### src/rtl/uart_cmd_pkg.sv
`default_nettype none
// +--------------------------------------------------------------------------+
// | Module      : uart_cmd_pkg                                               |
// | Description : Shared definitions for the UART command controllers:       |
// |               read-controller state encoding, ASCII command words and    |
// |               default BRAM geometry.                                     |
// | Revision    : 1.0 - initial release                                      |
// +--------------------------------------------------------------------------+
package uart_cmd_pkg;

    // Default BRAM geometry
    localparam int DEPTH_DEF  = 1024;
    localparam int ADDR_W_DEF = 10;
    localparam int DATA_W_DEF = 8;

    // Command words as they sit in the 24-bit shift register (oldest byte high)
    localparam logic [23:0] CMD_READ  = {8'h72, 8'h64, 8'h0A};  // "rd\n"
    localparam logic [23:0] CMD_WRITE = {8'h77, 8'h61, 8'h0A};  // "wa\n"

    // Read-controller state encoding; values are visible on the status port
    typedef enum logic [2:0] {
        ST_IDLE      = 3'd0,
        ST_FETCH     = 3'd1,
        ST_LATCH     = 3'd2,
        ST_SEND      = 3'd3,
        ST_WAIT_ACK  = 3'd4,
        ST_WAIT_DONE = 3'd5,
        ST_CKSUM     = 3'd6
    } rd_state_e;

endpackage : uart_cmd_pkg
`default_nettype wire

### src/rtl/cmd_detect.sv
`default_nettype none
// +--------------------------------------------------------------------------+
// | Module      : cmd_detect                                                 |
// | Description : 24-bit byte shift register with a fixed-word comparator.   |
// |               Each received byte shifts in at the low end; match_o is    |
// |               high while the last three bytes equal CMD.                 |
// | Revision    : 1.0 - initial release                                      |
// | Ports       : clk, rst     - clock, synchronous active-high reset        |
// |               rx_byte_i    - received byte                               |
// |               rx_valid_i   - one-cycle strobe qualifying rx_byte_i       |
// |               clear_i      - zero the register (wins over rx_valid_i)    |
// |               match_o      - register equals CMD                         |
// +--------------------------------------------------------------------------+
module cmd_detect #(
    parameter logic [23:0] CMD = 24'h000000
) (
    input  logic       clk,
    input  logic       rst,
    input  logic [7:0] rx_byte_i,
    input  logic       rx_valid_i,
    input  logic       clear_i,
    output logic       match_o
);

    logic [23:0] cmd_q;

    always_ff @(posedge clk) begin
        if (rst || clear_i) begin
            cmd_q <= 24'h000000;
        end else if (rx_valid_i) begin
            cmd_q <= {cmd_q[15:0], rx_byte_i};
        end
    end

    // Compare the registered value only, so a byte arriving this cycle
    // cannot influence the current decision.
    assign match_o = (cmd_q == CMD);

endmodule : cmd_detect
`default_nettype wire

### src/rtl/read_controller.sv
`default_nettype none
// +--------------------------------------------------------------------------+
// | Module      : read_controller                                            |
// | Description : Waits for "rd\n" on the UART RX stream, then reads every   |
// |               BRAM byte in address order and hands each one to the UART  |
// |               transmitter through a start/busy handshake.                |
// | Revision    : 1.0 - initial release                                      |
// | Option      : READ_CHECKSUM_EN - append an XOR checksum byte after the   |
// |               data bytes (DEPTH+1 bytes per dump).                       |
// | Ports       : clk, rst          - clock, synchronous active-high reset   |
// |               byte_received     - UART RX byte                           |
// |               rx_data_ready     - strobe qualifying byte_received        |
// |               dout              - BRAM read data (1 cycle after en)      |
// |               tx_busy           - UART TX busy                           |
// |               en, addr          - BRAM read port                         |
// |               tx_start, tx_data - UART TX request and byte               |
// |               busy              - controller not idle                    |
// |               status            - current state encoding                 |
// +--------------------------------------------------------------------------+
module read_controller
    import uart_cmd_pkg::*;
#(
    parameter int DEPTH  = DEPTH_DEF,
    parameter int ADDR_W = ADDR_W_DEF,
    parameter int DATA_W = DATA_W_DEF
) (
    input  logic              clk,
    input  logic              rst,
    input  logic [7:0]        byte_received,
    input  logic              rx_data_ready,
    input  logic [DATA_W-1:0] dout,
    input  logic              tx_busy,
    output logic              en,
    output logic [ADDR_W-1:0] addr,
    output logic              tx_start,
    output logic [DATA_W-1:0] tx_data,
    output logic              busy,
    output logic [2:0]        status
);

    localparam logic [ADDR_W-1:0] LAST_ADDR = ADDR_W'(DEPTH - 1);

    rd_state_e         state_q;
    logic [ADDR_W-1:0] addr_q;
    logic [DATA_W-1:0] tx_data_q;
    logic              en_q;
    logic              match;
    logic              cmd_clear;

`ifdef READ_CHECKSUM_EN
    logic [DATA_W-1:0] cksum_q;
    logic              cksum_phase_q;   // the byte in flight is the checksum
`endif

    // The register is wiped on the same edge the FSM leaves IDLE, so one
    // command produces exactly one dump.
    assign cmd_clear = (state_q == ST_IDLE) && match;

    cmd_detect #(
        .CMD (CMD_READ)
    ) u_cmd_detect (
        .clk        (clk),
        .rst        (rst),
        .rx_byte_i  (byte_received),
        .rx_valid_i (rx_data_ready),
        .clear_i    (cmd_clear),
        .match_o    (match)
    );

    always_ff @(posedge clk) begin
        if (rst) begin
            state_q   <= ST_IDLE;
            addr_q    <= '0;
            tx_data_q <= '0;
            en_q      <= 1'b0;
`ifdef READ_CHECKSUM_EN
            cksum_q       <= '0;
            cksum_phase_q <= 1'b0;
`endif
        end else begin
            // en is a one-cycle pulse raised on every entry into FETCH
            en_q <= 1'b0;
            case (state_q)
                ST_IDLE: begin
                    if (match) begin
                        state_q <= ST_FETCH;
                        addr_q  <= '0;
                        en_q    <= 1'b1;
`ifdef READ_CHECKSUM_EN
                        cksum_q       <= '0;
                        cksum_phase_q <= 1'b0;
`endif
                    end
                end
                ST_FETCH: begin
                    state_q <= ST_LATCH;
                end
                ST_LATCH: begin
                    tx_data_q <= dout;
`ifdef READ_CHECKSUM_EN
                    cksum_q   <= cksum_q ^ dout;
`endif
                    state_q   <= ST_SEND;
                end
                ST_SEND: begin
                    if (!tx_busy) begin
                        state_q <= ST_WAIT_ACK;
                    end
                end
                ST_WAIT_ACK: begin
                    if (tx_busy) begin
                        state_q <= ST_WAIT_DONE;
                    end
                end
                ST_WAIT_DONE: begin
                    if (!tx_busy) begin
`ifdef READ_CHECKSUM_EN
                        if (cksum_phase_q) begin
                            cksum_phase_q <= 1'b0;
                            state_q       <= ST_IDLE;
                        end else if (addr_q == LAST_ADDR) begin
                            addr_q  <= '0;
                            state_q <= ST_CKSUM;
                        end else begin
                            addr_q  <= addr_q + 1'b1;
                            en_q    <= 1'b1;
                            state_q <= ST_FETCH;
                        end
`else
                        if (addr_q == LAST_ADDR) begin
                            addr_q  <= '0;
                            state_q <= ST_IDLE;
                        end else begin
                            addr_q  <= addr_q + 1'b1;
                            en_q    <= 1'b1;
                            state_q <= ST_FETCH;
                        end
`endif
                    end
                end
`ifdef READ_CHECKSUM_EN
                ST_CKSUM: begin
                    tx_data_q     <= cksum_q;
                    cksum_phase_q <= 1'b1;
                    state_q       <= ST_SEND;
                end
`endif
                default: begin
                    state_q <= ST_IDLE;
                end
            endcase
        end
    end

    // The start pulse must coincide with the SEND cycle that sees tx_busy
    // low, so it is decoded from the state register rather than delayed.
    assign tx_start = (state_q == ST_SEND) && !tx_busy;

    assign en      = en_q;
    assign addr    = addr_q;
    assign tx_data = tx_data_q;
    assign busy    = (state_q != ST_IDLE);
    assign status  = state_q;

endmodule : read_controller
`default_nettype wire
### config.mk
export PLATFORM = sky130hd
export DESIGN_NAME = read_controller
export DESIGN_NICKNAME = d
export VERILOG_FILES = /design/src/rtl/uart_cmd_pkg.sv /design/src/rtl/cmd_detect.sv /design/src/rtl/read_controller.sv
export SDC_FILE = /design/constraint.sdc
export NUM_CORES = 1
export LEC_CHECK = 0
export BUFFER_PORTS_ARGS = -buffer_cell sky130_fd_sc_hd__buf_4
export CORE_ASPECT_RATIO = 0.5
export CORE_UTILIZATION = 44
export DETAILED_ROUTE_END_ITERATION = 6
export PLACE_DENSITY = 0.67
export SYNTH_ARGS = -nofsm -noshare
export SYNTH_HDL_FRONTEND = slang
export SYNTH_HIERARCHICAL = 1
export SYNTH_SLANG_ARGS = --single-unit
export TNS_END_PERCENT = 1
### constraint.sdc
create_clock -name clk -period 2.1 [get_ports clk]
set_input_delay 0.105 -clock clk [delete_from_list [all_inputs] [get_ports clk]]
set_output_delay 0.105 -clock clk [all_outputs]
set_load 0.05 [all_outputs]
# After elaboration in Yosys (flattened, before gate mapping)
# Index checks and enable logic that the tools add are counted.
# op_classes
addsub,1
n_eq_ne,11
n_mux,14
reduce_logical,9
# ops
op,count
$mux 10,3
$eq 24x23->1 const B,1
$pmux 10 s2,1
$pmux 3 s6,1
$mux 3,4
$add 10x1->10 const B,1
$eq 10x10->1 const B,1
$ne 2x2->1 const B,4
$eq 3x2->1 const B,2
$eq 3x3->1 const B,2
$mux 1,4
$reduce_and 4->1,1
$eq 3x1->1 const B,1
$logic_not 3->1,1
$reduce_and 3->1,1
$reduce_bool 3->1,1
$logic_and 1x1->1,2
$pmux 1 s2,1
$reduce_bool 2->1,1
$logic_not 1->1,1
$logic_or 1x1->1,1
# word_totals
regBits,46
in_bits,20
out_inout_bits,24
word_cells,40

# Longest topological paths before layout
# depth
word_depth,4
mapped_depth,9

# By module
# Netlist, hierarchy kept.
# modules_own_cells
module,n_inst,cells_per_inst,area_each_um2
read_controller,1,115,1019.7
cmd_detect,1,89,967.2

# Least setup slack after synthesis
# No wires, ideal clock.
# synth_timing
path_kind,register to register
startpoint,"register addr_q[0], in the netlist addr[0]"
endpoint,"register addr_q[0], in the netlist addr[0]"
setup_time_ns,0.127
arrival_time_ns,1.702
slack_ns,0.271
path_stages_with_launch,6
path_cell_list,dfxtp_1 -> ha_1 -> and2_1 -> nand4_1 -> a41oi_2 -> nor2_1
# synth_via
elab_chain_cells,4
# synth_rtl
element,line_no,text
from (decl),read_controller.sv:44,logic [ADDR_W-1:0] addr_q;
from (signal assigned),read_controller.sv:134,addr_q <= addr_q + 1'b1;
$add 10x1->10 or $eq 10x10->1 (tied branches),"read_controller.sv:134, read_controller.sv:130",
$mux 10 (*),read_controller.sv:130,if (addr_q == LAST_ADDR) begin
$mux 10 (*),read_controller.sv:116,if (!tx_busy) begin
$pmux 10 s2 (*),read_controller.sv:83,case (state_q)
# Every way passes the cells marked *; elsewhere a longest branch is shown, timed or not. The select of a mux whose other input is x is not followed.
# A chain may end at the register's enable or synchronous reset.

# Final worst setup path
# layout_timing
startpoint,register u_cmd_detect.cmd_q[1]
endpoint,"register addr_q[5], in the netlist addr[5]"
# layout_via
elab_chain_cells,3
# layout_rtl
element,line_no,text
from (decl),cmd_detect.sv:25,logic [23:0] cmd_q;
from (signal assigned),cmd_detect.sv:31,"cmd_q <= {cmd_q[15:0], rx_byte_i};"
$eq 24x23->1,cmd_detect.sv:37,assign match_o = (cmd_q == CMD);
via match,read_controller.sv:47,logic match;
$ne 2x2->1 (no line),--,
$reduce_and 3->1 (no line),--,
# The timed path passes the listed nets, and every way through them passes these cells.

==> metrics.cfg <==
[sta]
worst_slew_pin_slew_ns=0.427
setup-tns-final_ns=0
finalSetupViolCount=0
worst_slack_ns=0.153
drv_slew=0
relSlewSlack_pct=71.5
whs_ns=0.0450
hold_violations=0
final.period_utilization_pct=92.7
fmax_mhz=514
fin_crit_ns=1.95
skew_ns=0.00470

[critical_path]
path_class=register to register
crit_arrival_ns=2.14
cp-end-kind=register
start_kind=register
required_ns=2.29
path_max_fanout=10

[power]
p_leak_nw=1.05
fin_total_pwr_mw=1.57
p_per_area_nw_per_um2=641
ir_worst_vdd_mv=0.263

[logic_synthesis]
synthXorXnorAreaFrac_pct=4.41
synth_top_family_by_area=simple AND/OR/NAND/NOR gates
yosys_warnings=6
synth-adder-area-share_pct=0.630
synth_top_area_share_pct=46.3
synth_area_leaders=dfxtp_1, mux2i_1, nor2_1
synth_compound_area_share_pct=7.75
synth.cell_area_sq_um=1990
synth-seq-cells=46
synthMuxAreaShare_pct=12.1
synth_edf_count=0
ys.flop_type=dfxtp_1
synthDistinctLibCells=36
ys_top_cells_by_count=dfxtp_1, nor2_1, mux2i_1
synth-simple-area-share_pct=22.9
synthCells=204
synth_seq_area_share_pct=46.3
avgSynthCellArea_sq_um=9.74
yosys.area.top_type=dfxtp_1
synthArstFlopShare_pct=0
synth_fp_nets=225
yosysMostFrequentCell=dfxtp_1

[flow_run]
maxCapViolations=0

[placement]
dpl.cell_count=291
hpwl_um=2560
gp_congestion=0.735
placed_area_sq_um=2300
portBuffers=43
post-place-ws_ns=0.0895

[cells_and_area]
final_util_pct=59.6
fin_area_sq_um=2450
drive_above_1_share_pct=27.3
final_cells=303
fill_cells=376
diodes=0
area_growth_pct=23.1
nets=269

[clock_tree]
h-tree-depth=2
cts_tree=yes
cts.sinks=46
cts_buffer_depth=2
cts_buffers=5
hold_buffers=0
clkTransAtPathRegs_ns=0.08
cts_root_buf=clkbuf_8
clk_latency_ns=0.29

[die]
ios=44
core.rowCount=16
core_sq_um=4100
die_x_um=97.0
die_area_sq_um=4800
dieHeight_um=49.5
start_util_pct=48.4

[global_routing]
grt_pass1_wl_um=6330
grt_max_degree=25
grtUsageTotal_pct=16.4
grt_pass1_vias=1416
antenna_found_initial=0
grt.overflow.total=0

[route]
vias=1534
wire_per_inst_um=12.5
first_pass_iters=4
avgViaCountPerCell=5.06
drc_errors=0
routed_wl_um=3800
ant_nets=0
dr.first_iter.drc_count=30

[run_status]
run_status=completed

[worst_hold_path]
hold_class=input pin to register

what timing repair did:
item                                    4_1_cts  5_1_grt
setup buffers                                 0        4
endpoints found under the setup margin        0        8
gates resized for setup                       0        4
final timing paths:
path / startpoint / endpoint / slack, ns / cells past startpoint
min: byte_received[2] / u_cmd_detect/cmd_q[2]$_SDFFE_PP0P_ / 0.04 / 3
min reg2reg: tx_data[3]$_SDFFE_PP0P_ / tx_data[3]$_SDFFE_PP0P_ / 0.46 / 2
max: u_cmd_detect/cmd_q[1]$_SDFFE_PP0P_ / addr[5]$_SDFFE_PP0P_ / 0.15 / 8
max reg2reg: u_cmd_detect/cmd_q[1]$_SDFFE_PP0P_ / addr[5]$_SDFFE_PP0P_ / 0.15 / 8
sequential cells by signal, indices dropped and copies added (netlist names):
signal              cells
u_cmd_detect/cmd_q     24
addr                   10
tx_data                 8
status                  3
en                      1
final cells by class:
| class | count | area [sq um] | area share (%) |
|---|---|---|---|
| multi-input combinational | 144 | 967 | 39.5 |
| sequential | 46 | 921 | 37.6 |
| timing repair buffer | 50 | 392 | 16.0 |
| clock buffer | 6 | 82.6 | 3.38 |
| tap | 54 | 67.6 | 2.76 |
| clock inverter | 2 | 12.5 | 0.512 |
| inverter | 1 | 3.75 | 0.153 |
placed cells by master (no fill, tap or decap), types with 3 or more instances in the layout:
cell and n:
clkbuf_8 6, nor2_1 39, dfxtp_1 46, nand4_1 3, a21oi_1 13, mux2i_1 24
o2111ai_1 4, nor4b_2 3, xor2_1 10, nand2_1 20, nor3_2 3, buf_4 48
and2_1 3
power by group:
part	internal (mW)	switching (mW)	total, mW
registers	0.889	0.0155	0.905
logic	0.0560	0.0494	0.105
clock network	0.265	0.293	0.558
total	1.21	0.358	1.57
kinds of logic after synthesis:
logic type	Yosys count
simple gates	86
flops	46
mux	24
compound gates	23
buf+inv	14
xor+xnor	10
fa+ha+maj	1
critical path, stage by stage, from the launching register on:
cell and delay [ns]:
dfxtp_1 0.36, nor4bb_2 0.30, nand2_1 0.10, nor3_2 0.22, nor4b_4 0.31, buf_6 0.19
o2111ai_1 0.14, xor2_1 0.17, nor2_1 0.05
metal layers:
metal	up-vias	wire length [um]	GRT usage, %
met1	715	1930	21.2
met5	-	0	0
li1	787	-	-
met3	2	161	5.39
met2	30	1690	26.8
met4	0	19	3.73
No activity file was read; power rests on OpenSTA's default activity.
